### config.mk
export PLATFORM = sky130hd
export DESIGN_NAME = mmio_io_bridge
export DESIGN_NICKNAME = d
export VERILOG_FILES = /design/src/rtl/mmio_pkg.sv /design/src/rtl/mmio_sync_edge.sv /design/src/rtl/mmio_io_bridge.sv
export SDC_FILE = /design/constraint.sdc
export NUM_CORES = 1
export LEC_CHECK = 0
export ABC_AREA = 1
export CORE_ASPECT_RATIO = 0.75
export CORE_MARGIN = 2
export CORE_UTILIZATION = 35
export DETAILED_ROUTE_END_ITERATION = 16
export PLACE_DENSITY_LB_ADDON = 0.3
export REMOVE_ABC_BUFFERS = 1
export SLEW_MARGIN = 20
export SYNTH_ARGS = -nofsm -noshare
export SYNTH_HDL_FRONTEND = slang
export SYNTH_SLANG_ARGS = --single-unit
export TNS_END_PERCENT = 20
### constraint.sdc
create_clock -name clk -period 3.8 [get_ports clk]
set_input_delay 1.14 -clock clk [delete_from_list [all_inputs] [get_ports clk]]
set_output_delay 1.14 -clock clk [all_outputs]
set_load 0.01 [all_outputs]
### src/rtl/mmio_pkg.sv
// Address-map constants and decode helpers shared by the MMIO I/O bridge.
package mmio_pkg;

  localparam logic [15:0] DEF_IO_BASE = 16'hCFFD;
  localparam int unsigned IN_OFS      = 0;

  function automatic int unsigned out_ofs(input int unsigned n_in);
    return IN_OFS + n_in;
  endfunction

  function automatic int unsigned status_ofs(input int unsigned n_in, input int unsigned n_out);
    return IN_OFS + n_in + n_out;
  endfunction

  // True when the window offset lands on IN, OUT or STATUS; everything above reads 0.
  function automatic logic ofs_valid(input longint unsigned ofs, input int unsigned n_in,
                                     input int unsigned n_out);
    return ofs <= 64'(status_ofs(n_in, n_out));
  endfunction

endpackage

### src/rtl/mmio_sync_edge.sv
// Input synchroniser (STAGES flops) plus, with MMIO_IRQ_EN, a history flop
// that raises chg_o while the synchronised value differs from last cycle's.
module mmio_sync_edge #(
  parameter int unsigned W      = 16,
  parameter int unsigned STAGES = 2
) (
  input  logic         clk,
  input  logic         reset,
  input  logic [W-1:0] async_i,
  output logic [W-1:0] sync_o,
  output logic         chg_o
);

  logic [W-1:0] stage_q [STAGES];

  always_ff @(posedge clk) begin
    if (reset) begin
      for (int s = 0; s < STAGES; s++) stage_q[s] <= '0;
    end else begin
      stage_q[0] <= async_i;
      for (int s = 1; s < STAGES; s++) stage_q[s] <= stage_q[s-1];
    end
  end

  assign sync_o = stage_q[STAGES-1];

`ifdef MMIO_IRQ_EN
  logic [W-1:0] prev_q;

  always_ff @(posedge clk) begin
    if (reset) prev_q <= '0;
    else       prev_q <= sync_o;
  end

  assign chg_o = (sync_o != prev_q);
`else
  assign chg_o = 1'b0;
`endif

endmodule

### src/rtl/mmio_io_bridge.sv
// CPU/RAM-port-A I/O bridge: gates RAM writes in the I/O window, returns I/O reads with RAM timing.
// Optional MMIO_IRQ_EN builds change-detect pending bits, W1C STATUS and the irq output.
module mmio_io_bridge
  import mmio_pkg::*;
#(
  parameter int unsigned       DATA_W      = 16,
  parameter int unsigned       ADDR_W      = 16,
  parameter logic [ADDR_W-1:0] IO_BASE     = ADDR_W'(DEF_IO_BASE),
  parameter int unsigned       N_IN        = 2,
  parameter int unsigned       N_OUT       = 2,
  parameter int unsigned       SYNC_STAGES = 2
) (
  input  logic                    clk,
  input  logic                    reset,
  input  logic [ADDR_W-1:0]       cpu_addr,
  input  logic                    cpu_wren,
  input  logic [DATA_W-1:0]       cpu_wdata,
  output logic [DATA_W-1:0]       cpu_rdata,
  output logic                    ram_wren,
  input  logic [DATA_W-1:0]       ram_q,
  input  logic [N_IN*DATA_W-1:0]  in_ports,
  output logic [N_OUT*DATA_W-1:0] out_ports,
  output logic                    irq
);

  localparam int unsigned     OUT_OFS    = out_ofs(N_IN);
  localparam int unsigned     STATUS_OFS = status_ofs(N_IN, N_OUT);
  localparam longint unsigned ADDR_MAX   = (64'd1 << ADDR_W) - 64'd1;

  if ((64'(IO_BASE) + 64'(N_IN) + 64'(N_OUT) > ADDR_MAX) || N_IN < 1 || N_IN > 8 ||
      N_OUT < 1 || N_OUT > 8 || SYNC_STAGES < 2) begin : g_cfg_check
    $error("mmio_io_bridge: illegal configuration or I/O map overruns the address space");
  end

  logic                   io_hit;
  logic [ADDR_W-1:0]      ofs;
  logic [DATA_W-1:0]      in_sync [N_IN];
  logic [N_IN-1:0]        in_chg;
  logic [DATA_W-1:0]      out_d   [N_OUT];
  logic [DATA_W-1:0]      out_q   [N_OUT];
  logic [DATA_W-1:0]      io_rdata_d;
  logic [DATA_W-1:0]      io_rdata_q;
  logic                   io_hit_q;

  assign io_hit    = (cpu_addr >= IO_BASE);
  assign ofs       = cpu_addr - IO_BASE;
  assign ram_wren  = cpu_wren & ~io_hit;
  assign cpu_rdata = io_hit_q ? io_rdata_q : ram_q;

  for (genvar i = 0; i < N_IN; i++) begin : g_in
    mmio_sync_edge #(.W(DATA_W), .STAGES(SYNC_STAGES)) u_sync (
      .clk     (clk),
      .reset   (reset),
      .async_i (in_ports[i*DATA_W +: DATA_W]),
      .sync_o  (in_sync[i]),
      .chg_o   (in_chg[i])
    );
  end

  for (genvar j = 0; j < N_OUT; j++) begin : g_out
    assign out_ports[j*DATA_W +: DATA_W] = out_q[j];
  end

`ifdef MMIO_IRQ_EN
  logic [N_IN-1:0] pend_q, pend_d, pend_clr;
  logic            irq_q;

  assign pend_clr = (cpu_wren && io_hit && ofs == ADDR_W'(STATUS_OFS)) ? cpu_wdata[N_IN-1:0] : '0;
  // A change pulse in the same cycle as a clear re-arms the bit.
  assign pend_d   = (pend_q & ~pend_clr) | in_chg;

  always_ff @(posedge clk) begin
    if (reset) begin
      pend_q <= '0;
      irq_q  <= 1'b0;
    end else begin
      pend_q <= pend_d;
      irq_q  <= |pend_d;
    end
  end

  assign irq = irq_q;
`else
  logic unused_chg;
  assign unused_chg = ^in_chg;
  assign irq        = 1'b0;
`endif

  // Read value comes from pre-write register contents, giving old-data read-during-write.
  always_comb begin
    io_rdata_d = '0;
    for (int j = 0; j < N_OUT; j++) out_d[j] = out_q[j];
    if (io_hit && ofs_valid(64'(ofs), N_IN, N_OUT)) begin
      for (int i = 0; i < N_IN; i++) begin
        if (ofs == ADDR_W'(IN_OFS + i)) io_rdata_d = in_sync[i];
      end
      for (int j = 0; j < N_OUT; j++) begin
        if (ofs == ADDR_W'(OUT_OFS + j)) begin
          io_rdata_d = out_q[j];
          if (cpu_wren) out_d[j] = cpu_wdata;
        end
      end
`ifdef MMIO_IRQ_EN
      if (ofs == ADDR_W'(STATUS_OFS)) io_rdata_d = DATA_W'(pend_q);
`endif
    end
  end

  always_ff @(posedge clk) begin
    if (reset) begin
      io_hit_q   <= 1'b0;
      io_rdata_q <= '0;
      for (int j = 0; j < N_OUT; j++) out_q[j] <= '0;
    end else begin
      io_hit_q   <= io_hit;
      io_rdata_q <= io_rdata_d;
      for (int j = 0; j < N_OUT; j++) out_q[j] <= out_d[j];
    end
  end

endmodule
[Word level (Yosys, flattened, before mapping)]
Memory sizes are Yosys's and may differ from the RTL's.
Index checks and enable logic that the tools add are counted.
Word-level totals
  input port bits: 83
  output and inout bits: 50
  register bits: 17
  RAM bits: 96
  word-level logic and storage cells: 42
  memories: 3
Operators by class
  equality and inequality tests: 3
  bitwise operators: 9
  mux-type cells: 19
  order comparisons: 2
  reduce and logical (&&, ||, !) cells: 3
  add/sub/neg operators: 1
Memory list
  g_in[0].u_sync.stage_q: depth 2, bits a word 16, read ports 2, clocked after Yosys merged registers in 0, wr ports 2, line mmio_sync_edge.sv:14  | logic [W-1:0] stage_q [STAGES];
  g_in[1].u_sync.stage_q: depth 2, bits a word 16, read ports 2, clocked after Yosys merged registers in 0, wr ports 2, line mmio_sync_edge.sv:14
  out_q: depth 2, bits a word 16, read ports 2, clocked after Yosys merged registers in 0, wr ports 2, line mmio_io_bridge.sv:40  | logic [DATA_W-1:0] out_q [N_OUT];
Operators with widths (count)
  $mux 16: 15
  $eq 16x2->1 const B: 2
  $mux 32: 1
  $eq 16x1->1 const B: 1
  $ge 16x16->1 const B: 1
  $le 16x3->1 const B: 1
  $logic_not 16->1: 1
  $sub 16x16->16 const B: 1
  $or 1x1->1: 6
  $mux 1: 3
  $not 1->1: 2
  $reduce_or 2->1: 1
  $and 1x1->1: 1
  $logic_and 1x1->1: 1

[Depth between registers and ports, before layout]
  word-level depth: 6
  mapped depth: 15
  mapped depth without buffers: 14

[Hierarchy]
From an unflattened synthesis, not the netlist that was laid out.
Second synthesis, totals
  cell total of the unflattened synthesis: 710
  area total of the unflattened synthesis: 5092.4 sq um
Modules (own cells, without submodules)
  mmio_io_bridge: cells each 476, seq. area each 980.9 sq um, area each 3000.4 sq um, instances 1
  mmio_sync_edge: cells each 117, seq. area each 640.6 sq um, area each 1046.0 sq um, instances 2

[Least setup slack after synthesis]
No wires, ideal clock.
  kind: input to output
  start point: input cpu_addr[1]
  end point: output ram_wren
  path buffers: 1
  arrival time: 1.820 ns
  setup slack: 0.840 ns
  stages: 6
  required time: 2.660 ns
  cell sequence: nor2_1 -> nor2_2 -> buf_4 -> nand4_1 -> nand2_1 -> nor2_1
On the way
  word-level cells in the longest chain between the ends: 3
Ends and longest elaborated chain
  from (decl): line mmio_io_bridge.sv:15  | input logic [ADDR_W-1:0] cpu_addr,
  $ge 16x16->1: line mmio_io_bridge.sv:45  | assign io_hit = (cpu_addr >= IO_BASE);
  $not 1->1: line mmio_io_bridge.sv:47  | assign ram_wren = cpu_wren & ~io_hit;
  $and 1x1->1: line mmio_io_bridge.sv:47
  to (decl): line mmio_io_bridge.sv:19  | output logic ram_wren,
No other way between the ends.

[Final worst setup path]
  start point: input cpu_addr[12]
  end point: output ram_wren
Same word-level chain as after synthesis.

==> results.sh <==
export IMPL_path_clk_slew_ns=0.06
export IMPL_die_x_um=141
export IMPL_syn2layout_area_growth_pct=43.3
export IMPL_synth_async_sr_flop_share=0
export IMPL_period_share=0.912
export IMPL_gp_congestion=0.865
export IMPL_cp_start_kind="input pin"
export IMPL_firstDrtPassIters=4
export IMPL_final_common_cell="nor2_1"
export IMPL_setup_tns_ns=0
export IMPL_hold_worst_slack_ns=0.400
export IMPL_power_density_mw_per_mm2=426
export IMPL_route_met2_wl_mm=5.33
export IMPL_yosysTopAreaCellShare=0.462
export IMPL_crit_fanout=3
export IMPL_cts_buffer_depth=2
export IMPL_rows=37
export IMPL_num_vias=4378
export IMPL_relSlewSlack=0.397
export IMPL_drive_above_1_share=0.120
export IMPL_fin_crit_ns=3.47
export IMPL_wl_per_cell_um=12.7
export IMPL_worstSetupEndpointType="output port"
export IMPL_viasPerCell=4.35
export IMPL_synth_cells=680
export IMPL_worst_pin_slew_ns=0.904
export IMPL_grt_util_all_layers=0.179
export IMPL_synth_ff_type="dfxtp_1"
export IMPL_crit_type="in2out"
export IMPL_start_util=0.357
export IMPL_route_met3_wl_um=648
export IMPL_status="completed"
export IMPL_num_antenna_cells=0
export IMPL_clockPowerShare=0.506
export IMPL_gr_total_overflow=0
export IMPL_synth_edf_count=0
export IMPL_die_y_um=106
export IMPL_clock_skew_ns=0.00756
export IMPL_internal_power_mw=2.30
export IMPL_p_sw_uw=690
export IMPL_antenna_found_initial=0
export IMPL_hpwlAfterDp_mm=9.21
export IMPL_rsz0062_at_grt="false"
export IMPL_grt_max_degree=67
export IMPL_synth_cell_types=29
export IMPL_htree_levels=4
export IMPL_swShare=0.231
export IMPL_fillers=1354
export IMPL_routed_wl_mm=12.8
export IMPL_cp_required_ns=2.66
export IMPL_max_freq_mhz=289
export IMPL_initialDrtViolationCount=270
export IMPL_fp_coreArea_mm2=0.0137
export IMPL_highest_layer="met4"
export IMPL_yosys_top_cells_area="dfxtp_1 (46%), nor2_1 (13%), nand2_1 (8.6%), inv_1 (8.1%), nand4_1 (4.9%)"
export IMPL_slew_viol_final=0
export IMPL_ys_seq_elements=113
export IMPL_fin_nets=901
export IMPL_final_cell_mix="nor2_1 (171), clkdlybuf4s50_1 (129), dfxtp_1 (113)"
export IMPL_total_power_mw=2.99
export IMPL_syn_area_mm2=0.00490
export IMPL_combPwrFrac=0.083
export IMPL_ant_nets=0
export IMPL_arrival_ns=2.33
export IMPL_wl_met1_mm=6.71
export IMPL_clk_insertion_delay_late_ns=0.41
export IMPL_power_frac_seq=0.411
export IMPL_grt_pass1_vias=4062
export IMPL_cts_sinks=113
export IMPL_grt_pass1_wl_mm=21.0
export IMPL_cts_inserted_buffers=17
export IMPL_ys_warn_count=0
export IMPL_yosysSeqAreaShare=0.462
export IMPL_avgSynthCellArea_um2=7.20
export IMPL_dieArea_mm2=0.0150
export IMPL_yosys_area_top_type="dfxtp_1"
export IMPL_cts_tree="yes"
export IMPL_drv_cap=0
export IMPL_min_path_type="reg2reg"
export IMPL_io_pins=133
export IMPL_peakVddDrop_mv=0.307
export IMPL_drc=0
export IMPL_portBuffers=131
export IMPL_cts_root_buf="clkbuf_16"
export IMPL_finalHoldViolations=0
export IMPL_p_leak_nw=3.20
export IMPL_finalSetupViolCount=0
[cell families (layout without fill, tap and decap cells)]
logic type             after synthesis  in the layout  synth area share
multiplexers                        16             16            0.0368
AO/OA/AOI/OAI                       20             20            0.0220
other                                1              1          0.000766
AND/OR/NAND/NOR                    390            390             0.362
buffers and inverters              140            291             0.117
flip-flops                         113            113             0.462
[state kept, by name (all words and copies together) (netlist names)]
register             cells
g_in.u_sync.stage_q     64
io_hit_q                 1
io_rdata_q              16
out_q                   32
[final cells by class]
class	instances	area (um2)	area share
inverter	108	405	0.0578
timing repair buffer	151	1480	0.211
clock inverter	13	129	0.0184
multi-input combinational	427	2070	0.294
sequential	113	2260	0.322
clock buffer	19	453	0.0645
tap	175	219	0.0312
[power groups by stage]
stage,Sequential [mW],Combinational (mW),Clock [mW]
floorplan,1.25,0.0964,0
global placement,1.25,0.247,0
detailed placement,1.25,0.247,0
CTS,1.23,0.249,1.55
global route,1.23,0.273,1.60
finish,1.23,0.247,1.51
[critical path, cell delays in order]
cell             delay [ns]
clkdlybuf4s50_1        0.45
nor2_2                 0.14
inv_1                  0.06
nor2_1                 0.10
nand4_1                0.12
nand2_1                0.10
nor2_1                 0.04
dlymetal6s2s_1         0.17
[synth_stat cells (3+ instances only)]
cell	instances
nand2_2	5
clkbuf_1	9
buf_2	9
o21ai_0	5
nor2_1	172
dfxtp_1	113
mux2_2	16
nor2_2	5
nor2_4	5
o21ai_1	12
nand4_1	38
buf_4	5
nand3_1	42
inv_2	3
nand2_1	112
buf_1	7
inv_1	105
[stage by stage]
| step | cells | utilization | setup slack [ns] | cell area (um2) |
|---|---|---|---|---|
| after global routing | 1006 | 0.512 | 0.203 | 7020 |
| after CTS | 1006 | 0.512 | 0.00307 | 7010 |
| after global placement | 974 | 0.469 | 0.0321 | 6430 |
| after floorplan | 648 | - | 0.482 | 4730 |
| after detailed placement | 974 | 0.469 | 0.00551 | 6430 |
| final | 1006 | 0.512 | 0.334 | 7020 |
[routing by layer]
layer | up-vias | GRT usage
met4 | 0 | 0.0479
met5 | - | 0
met2 | 116 | 0.255
li1 | 2363 | -
met1 | 1891 | 0.265
met3 | 8 | 0.0477
[worst paths after layout]
kind,startpoint,slack (ns),cells after the start,endpoint
worst max register to register,g_in[0].u_sync.stage_q[0][26],2.88,6,io_rdata_q[10]
worst min-delay path,g_in[0].u_sync.stage_q[0][8],0.40,2,g_in[0].u_sync.stage_q[0][24]
worst min register to register,g_in[0].u_sync.stage_q[0][8],0.40,2,g_in[0].u_sync.stage_q[0][24]
worst max-delay path,cpu_addr[12],0.33,8,ram_wren
[timing repair]
action,CTS,global route
setup endpoints to repair,0,1
setup buffers,0,0
hold buffers,0,0
resized for setup,0,2
hold endpoints to repair,0,0
No activity file was read; power rests on OpenSTA's default activity.
